File: src/rtl/ddr2_grant_seq.sv
// Grant sequencer for the DDR2 port: latches the priority encoder's winner, drives its
// command to the memory controller, acks the client on completion, then re-arms the encoder.
module ddr2_grant_seq #(
  parameter int ADDR_W = 25,
  parameter int DATA_W = 64
) (
  input  logic                clk,
  input  logic                rst,
  output logic                pe_en,
  input  logic [4:0]          pe_grant,
  input  logic [4:0]          cli_we,
  input  logic [5*ADDR_W-1:0] cli_addr,
  input  logic [5*DATA_W-1:0] cli_wdata,
  output logic [4:0]          cli_ack,
  output logic [DATA_W-1:0]   cli_rdata,
  output logic                mc_cmd_valid,
  input  logic                mc_cmd_ready,
  output logic                mc_we,
  output logic [ADDR_W-1:0]   mc_addr,
  output logic [DATA_W-1:0]   mc_wdata,
  input  logic                mc_done,
  input  logic [DATA_W-1:0]   mc_rdata,
  output logic                err_multi
);

  typedef enum logic [1:0] {
    S_IDLE    = 2'd0,
    S_ISSUE   = 2'd1,
    S_WAIT    = 2'd2,
    S_RELEASE = 2'd3
  } state_e;

  function automatic logic [4:0] lowest_bit(input logic [4:0] v);
    return v & (~v + 5'd1);
  endfunction

  function automatic logic multi_bit(input logic [4:0] v);
    return (v & (v - 5'd1)) != 5'd0;
  endfunction

  function automatic logic [2:0] onehot_idx(input logic [4:0] oh);
    logic [2:0] idx;
    idx = 3'd0;
    for (int i = 0; i < 5; i++) begin
      idx = idx | (oh[i] ? 3'(i) : 3'd0);
    end
    return idx;
  endfunction

  state_e              state_q, state_d;
  logic [4:0]          gnt_q, gnt_d;
  logic                pe_en_q, pe_en_d;
  logic                mc_cmd_valid_q, mc_cmd_valid_d;
  logic                mc_we_q, mc_we_d;
  logic [ADDR_W-1:0]   mc_addr_q, mc_addr_d;
  logic [DATA_W-1:0]   mc_wdata_q, mc_wdata_d;
  logic [4:0]          cli_ack_q, cli_ack_d;
  logic [DATA_W-1:0]   cli_rdata_q, cli_rdata_d;
  logic                err_multi_q, err_multi_d;
  logic [4:0]          win_gnt_s;
  logic [2:0]          win_idx_s;

  // A malformed multi-bit grant is resolved toward the highest-priority (lowest) bit.
  assign win_gnt_s = lowest_bit(pe_grant);
  assign win_idx_s = onehot_idx(win_gnt_s);

  // Next-state and next-output logic for the grant sequencer.
  always_comb begin
    state_d        = state_q;
    gnt_d          = gnt_q;
    mc_cmd_valid_d = mc_cmd_valid_q;
    mc_we_d        = mc_we_q;
    mc_addr_d      = mc_addr_q;
    mc_wdata_d     = mc_wdata_q;
    cli_ack_d      = 5'd0;
    cli_rdata_d    = cli_rdata_q;
    err_multi_d    = err_multi_q;
    case (state_q)
      S_IDLE: begin
        if (pe_grant != 5'd0) begin
          gnt_d          = win_gnt_s;
          mc_we_d        = cli_we[win_idx_s];
          mc_addr_d      = cli_addr[win_idx_s*ADDR_W +: ADDR_W];
          mc_wdata_d     = cli_wdata[win_idx_s*DATA_W +: DATA_W];
          mc_cmd_valid_d = 1'b1;
          err_multi_d    = err_multi_q | multi_bit(pe_grant);
          state_d        = S_ISSUE;
        end else begin
          state_d = S_IDLE;
        end
      end
      S_ISSUE: begin
        // mc_done here is deliberately ignored, even when it coincides with the accept.
        if (mc_cmd_valid_q && mc_cmd_ready) begin
          mc_cmd_valid_d = 1'b0;
          state_d        = S_WAIT;
        end else begin
          state_d = S_ISSUE;
        end
      end
      S_WAIT: begin
        if (mc_done) begin
          cli_rdata_d = mc_rdata;
          cli_ack_d   = gnt_q;
          state_d     = S_RELEASE;
        end else begin
          state_d = S_WAIT;
        end
      end
      S_RELEASE: begin
        state_d = S_IDLE;
      end
      default: begin
        mc_cmd_valid_d = 1'b0;
        state_d        = S_IDLE;
      end
    endcase
  end

  // Encoder enable tracks the state being entered, so it is high exactly while in IDLE.
  assign pe_en_d = (state_d == S_IDLE);

  // State and registered outputs with synchronous reset.
  always_ff @(posedge clk) begin
    if (rst) begin
      state_q        <= S_IDLE;
      gnt_q          <= 5'd0;
      pe_en_q        <= 1'b0;
      mc_cmd_valid_q <= 1'b0;
      mc_we_q        <= 1'b0;
      mc_addr_q      <= {ADDR_W{1'b0}};
      mc_wdata_q     <= {DATA_W{1'b0}};
      cli_ack_q      <= 5'd0;
      cli_rdata_q    <= {DATA_W{1'b0}};
      err_multi_q    <= 1'b0;
    end else begin
      state_q        <= state_d;
      gnt_q          <= gnt_d;
      pe_en_q        <= pe_en_d;
      mc_cmd_valid_q <= mc_cmd_valid_d;
      mc_we_q        <= mc_we_d;
      mc_addr_q      <= mc_addr_d;
      mc_wdata_q     <= mc_wdata_d;
      cli_ack_q      <= cli_ack_d;
      cli_rdata_q    <= cli_rdata_d;
      err_multi_q    <= err_multi_d;
    end
  end

  assign pe_en        = pe_en_q;
  assign mc_cmd_valid = mc_cmd_valid_q;
  assign mc_we        = mc_we_q;
  assign mc_addr      = mc_addr_q;
  assign mc_wdata     = mc_wdata_q;
  assign cli_ack      = cli_ack_q;
  assign cli_rdata    = cli_rdata_q;
  assign err_multi    = err_multi_q;

endmodule

File: config.mk
export PLATFORM = sky130hd
export DESIGN_NAME = ddr2_grant_seq
export DESIGN_NICKNAME = d
export VERILOG_FILES = /design/src/rtl/ddr2_grant_seq.sv
export SDC_FILE = /design/constraint.sdc
export NUM_CORES = 1
export LEC_CHECK = 0
export CAP_MARGIN = 20
export CORE_AREA = 8 8 262 264
export CTS_CLUSTER_SIZE = 40
export DETAILED_ROUTE_END_ITERATION = 7
export DIE_AREA = 0 0 270 272
export GPL_TIMING_DRIVEN = 0
export PLACE_DENSITY = 0.56
export SLEW_MARGIN = 20
export SYNTH_ARGS = -nofsm -noshare
export SYNTH_HDL_FRONTEND = slang
export SYNTH_SLANG_ARGS = --single-unit
File: constraint.sdc
create_clock -name clk -period 2 [get_ports clk]
set_input_delay 0.6 -clock clk [delete_from_list [all_inputs] [get_ports clk]]
set_output_delay 0.6 -clock clk [all_outputs]
set_load 0.03 [all_outputs]
== Word-level counts from Yosys, hierarchy flattened ==
Index checks and enable logic that the tools add are counted.
W data, S select, Z words.

* Logic and storage cells: 53
* Input port bits: 523
* ROM bits: 0
* Latch bits: 0
* Memory bits (writable): 0
* Output and inout port bits: 162
* Memories kept: 0
* Bits in registers: 169

* Divide/modulo/power cells: 0
* Multiply operators: 1
* Reduce and logical (&&, ||, !) cells: 10
* $lt $le $gt $ge: 1
* Eq/ne operators: 5
* Bitwise gates (word level): 9
* Shifts and indexed selects: 2
* Add/sub/neg operators: 2
* Muxes and demuxes: 13

{| class="wikitable"
|+ Operators by type and width
! operator !! number
|-
| $shiftx A320 B10 Y64 || 1
|-
| $shiftx A125 B9 Y25 || 1
|-
| $and A5 B5 Y5 || 2
|-
| $reduce_bool A5 Y1 || 2
|-
| $mul A3 B5 Y8 const B || 1
|-
| $pmux W2 S4 || 1
|-
| $mux W1 || 6
|-
| $mux W2 || 3
|-
| $add A5 B1 Y5 const B || 1
|-
| $not A5 Y5 || 1
|-
| $sub A5 B1 Y5 const B || 1
|-
| $eq A2 B2 Y1 const B || 2
|-
| $logic_not A2 Y1 || 2
|-
| $lt A3 B4 Y1 const B || 1
|-
| $ne A2 B2 Y1 const B || 2
|-
| $reduce_and A2 Y1 || 2
|-
| $bmux W1 S3 || 1
|-
| $mux W3 || 1
|-
| $or A2 B3 Y3 || 1
|-
| $reduce_and A3 Y1 || 1
|-
| $reduce_or A3 Y1 || 1
|-
| $eq A2 B1 Y1 const B || 1
|-
| $not A1 Y1 || 2
|-
| $or A1 B2 Y2 || 1
|-
| other kinds (5) || 5
|}

== Logic depth before layout (Yosys ltp) ==
* Depth after elaboration: 9
* Mapped depth: 9
* Depth with buffers taken out: 5

== Worst setup path after synthesis ==
OpenSTA, ideal clock, no wires.

* Kind: in2reg
* Start point: in pe_grant[0]
* End point: reg mc_wdata_q[31] (netlist: mc_wdata[31])
* Data required time: 1859 ps
* Path buffers: 3
* Data arrival time: 1858 ps
* Path slack: 2 ps
* Setup time: 141 ps
* Stages on the path: 8
* Path through: buf_6 > or2_4 > buf_6 > buf_6 > o21ai_0 > a21oi_1 > a2111oi_2 > nor3_2

* Word-level cells in the longest chain between the ends: 8
* Elaborated cells on any way between the ends: 13
* Those cells by class: 1 x add/sub; 1 x shift; 4 x mux; 5 x bitwise; 2 x reduce/logical

{| class="wikitable"
|+ Ends and longest elaborated chain
! element !! RTL line !! text
|-
| start, declared || 10 || <nowiki>input logic [4:0] pe_grant,</nowiki>
|-
| $not A5 Y5 || 34 || <nowiki>return v & (~v + 5'd1);</nowiki>
|-
| $add A5 B1 Y5 || 34 ||
|-
| $and A5 B5 Y5 || 34 ||
|-
| $mux W1 or $mux W2 (tied branches) || 45 || <nowiki>idx = idx | (oh[i] ? 3'(i) : 3'd0);</nowiki>
|-
| $or A1 B2 Y2 || 45 ||
|-
| $or A2 B2 Y2 || 45 ||
|-
| $or A2 B3 Y3 || 45 ||
|-
| $shiftx A320 B10 Y64 || 84 || <nowiki>mc_wdata_d = cli_wdata[win_idx_s*DATA_W +: DATA_W];</nowiki>
|-
| end signal, assigned || 132 || <nowiki>mc_wdata_q <= {DATA_W{1'b0}};</nowiki>
|-
| end signal, assigned || 143 || <nowiki>mc_wdata_q <= mc_wdata_d;</nowiki>
|-
| end, declared || 56 || <nowiki>logic [DATA_W-1:0] mc_wdata_q, mc_wdata_d;</nowiki>
|}

Parallel ways exist; a longest one is shown, timed or not.
A chain may end at the register's enable or synchronous reset.

== Worst setup path after layout ==
* Start point: in pe_grant[2]
* End point: reg mc_wdata_q[1] (netlist: mc_wdata[1])

* Word-level cells in the longest chain between the ends: 8
* Elaborated cells on any way between the ends: 12
* Those cells by class: 1 x add/sub; 1 x shift; 3 x mux; 5 x bitwise; 2 x reduce/logical

{| class="wikitable"
|+ Ends and longest elaborated chain
! element !! RTL line
|-
| $not A5 Y5 || 34
|-
| $add A5 B1 Y5 || 34
|-
| $and A5 B5 Y5 || 34
|-
| $mux W2 || 45
|-
| $or A1 B2 Y2 || 45
|-
| $or A2 B2 Y2 || 45
|-
| $or A2 B3 Y3 || 45
|-
| $shiftx A320 B10 Y64 || 84
|}

Parallel ways exist; a longest one is shown, timed or not.

==> results.sh <==
export IMPL_synth_warnings=0
export IMPL_grt_pass1_vias=14390
export IMPL_synth_common_cells="a21oi_1, nand3_1, dfxtp_1"
export IMPL_grt_usage=0.188
export IMPL_fp_row_count=94
export IMPL_leakage_uw=0.00707
export IMPL_crit_end="mc_wdata[1]"
export IMPL_postRouteAntennaNets=0
export IMPL_vias=14004
export IMPL_die_h_um=272
export IMPL_relSlewSlack=0.369
export IMPL_grt_max_degree=20
export IMPL_cts_buffers=17
export IMPL_nFillCells=6953
export IMPL_wl_per_cell_um=24.5
export IMPL_finalMaxSlewViolations=0
export IMPL_ys_flop_type="dfxtp_1"
export IMPL_placed_cell_area_um2=18300
export IMPL_ys_types=38
export IMPL_worstSkewPairLatency_ps=490
export IMPL_syn_cell_area_um2=10400
export IMPL_hold_violations=0
export IMPL_synth_top_area_cell="dfxtp_1"
export IMPL_cts_sink_count=169
export IMPL_rsz0062_at_grt="no"
export IMPL_dp_cells=2938
export IMPL_cp_data_arrival_time_ps=2280
export IMPL_yosysMostFrequentCell="a21oi_1"
export IMPL_gr_total_overflow=0
export IMPL_syn_nets=1914
export IMPL_h_tree_depth=4
export IMPL_synth_top_area_frac=0.326
export IMPL_cts_clk_slew_worst_paths_ps=80
export IMPL_cp_slowest_stage_delay_ps=400
export IMPL_ir_drop_v=0.000365
export IMPL_critPathLaunchType="input pin"
export IMPL_final_setup_tns_ps=0
export IMPL_setup_ws_ps=60.7
export IMPL_io_pin_count=685
export IMPL_drt_wl_total_mm=73.1
export IMPL_max_freq_ghz=0.516
export IMPL_synth_edf_count=0
export IMPL_ctsHoldBuffers=0
export IMPL_area_growth_pct=85.2
export IMPL_clockBufferDepth=2
export IMPL_cts_root_buffer="clkbuf_16"
export IMPL_synthCells=1391
export IMPL_critPathSlowestCell="a2111oi_4"
export IMPL_initial_core_util=0.160
export IMPL_synth_area_per_cell_um2=7.46
export IMPL_die_width_um=270
export IMPL_stdcell_area_um2=19200
export IMPL_ff2ff_path_depth=7
export IMPL_place_congestion=0.986
export IMPL_r2r_start="state_q[1]"
export IMPL_post_route_period_util=0.970
export IMPL_drc=0
export IMPL_drtPass1Iterations=6
export IMPL_nNetsFinal=2621
export IMPL_ff2ff_setup_slack_ps=80
export IMPL_tightest_slew_ps=947
export IMPL_cpMostUsedCell="buf_2"
export IMPL_crit_path_end_kind="register"
export IMPL_powerDensity_nw_per_um2=591
export IMPL_cts_tree="built"
export IMPL_dp_hpwl_mm=59.0
export IMPL_skew_ps=12.6
export IMPL_path_cells="buf_2, or2_4, buf_6, buf_2, nand3_1, a21oi_1, a2111oi_4, nor3_1"
export IMPL_drt_iter0_drc=1025
export IMPL_maxCapViolCount=0
export IMPL_min_path_cells=3
export IMPL_path_max_fanout=10
export IMPL_crit_type="in2reg"
export IMPL_pre_cts_slack_ps=-1940
export IMPL_via_per_inst=4.70
export IMPL_ys_ff_latch=169
export IMPL_synth_seq_area_share=0.326
export IMPL_rr_endpoint="mc_wdata[16]"
export IMPL_grt_pass1_wl_mm=102
export IMPL_drive_gt1_frac=0.153
export IMPL_io_buffers=682
export IMPL_critPathRequiredTime_ps=2340
export IMPL_status="finished, final reports clean"
export IMPL_core_area_um2=64800
export IMPL_whs_ps=374
export IMPL_setup_violations=0
export IMPL_fin_cells=2982
export IMPL_layout_min_cycle_time_ps=1940
export IMPL_hold_path_class="in2reg"
export IMPL_critPathLaunch="pe_grant[2]"
export IMPL_antenna_found_initial=12
export IMPL_ys_async_sr_fraction=0
export IMPL_synth_area_leaders="dfxtp_1, a21oi_1, a2111oi_2"
export IMPL_die_area_um2=73400
[per-layer routing]
layer / global-route usage / up-vias / part of all wire
li1: - / 6495 / -
met1: 0.223 / 6670 / 0.41
met2: 0.323 / 721 / 0.49
met3: 0.0512 / 118 / 0.069
met4: 0.0654 / 0 / 0.033
met5: 0 / - / 0
[worst min path at each step]
stage	start	endpoint	slack (ps)
2_1_floorplan	gnt_q[1]	gnt_q[1]	430
3_3_place_gp	gnt_q[2]	gnt_q[2]	440
3_5_place_dp	gnt_q[2]	gnt_q[2]	440
4_1_cts	pe_grant[0]	gnt_q[0]	330
5_1_grt	pe_grant[0]	gnt_q[0]	360
6_report	pe_grant[0]	gnt_q[0]	370
[kinds of logic after synthesis]
group                  Yosys count  share of synthesized area
muxes                            1                   0.000965
and+or+nand+nor                523                      0.251
AOI/OAI and AO/OA              533                      0.340
buffers and inverters          165                     0.0819
DFF                            169                      0.326
[per-stage QoR]
step                power [uW]   util
floorplan                 5610      -
global placement          7840  0.282
detailed placement        7880  0.283
CTS                      11500  0.295
global route             11900  0.296
finish                   11400  0.296
[registers in the layout (all words and copies together) (netlist names)]
name	count
pe_en	1
mc_wdata	64
gnt_q	5
mc_cmd_valid	1
cli_rdata	64
mc_addr	25
state_q	2
cli_ack	5
mc_we	1
err_multi	1
[where the power goes]
group,switching (uW),internal (uW)
Sequential,120,3590
Combinational,2210,1850
Clock,1840,1730
[cell usage in the layout, fill, tap and decap left out, types with 44 or more instances in the layout]
master,instances
nor3_1,44
buf_2,48
a21oi_1,250
o21ai_0,143
dlygate4sd2_1,156
dfxtp_1,169
a2111oi_2,75
nor3_2,47
nor2_1,98
nand2_1,134
clkdlybuf4s50_1,516
nand3_1,181
[final cells by class]
class	instances	area, um2	share of cell area
Antenna cell	7	17.5	0.000912
Tap cell	864	1080	0.0563
Inverter	3	11.3	0.000586
Sequential cell	169	3380	0.176
Multi-Input combinational cell	1057	6400	0.333
Clock buffer	18	439	0.0229
Clock inverter	14	170	0.00886
Timing Repair Buffer	690	6680	0.348
Buffer	160	1030	0.0537
[critical path, delay by kind of cell]
kind                   cells  cell delay [ps]
AO/OA/AOI/OAI              2              540
buffers and inverters      3              570
AND/OR/NAND/NOR            3              560
[timing repair]
item	4_1_cts	5_1_grt
gates cloned	1	0
setup endpoints to repair	297	124
gates resized for setup	285	54
pin swaps	6	4
buffers inserted	4	2
(Power assumes the default switching activity.)
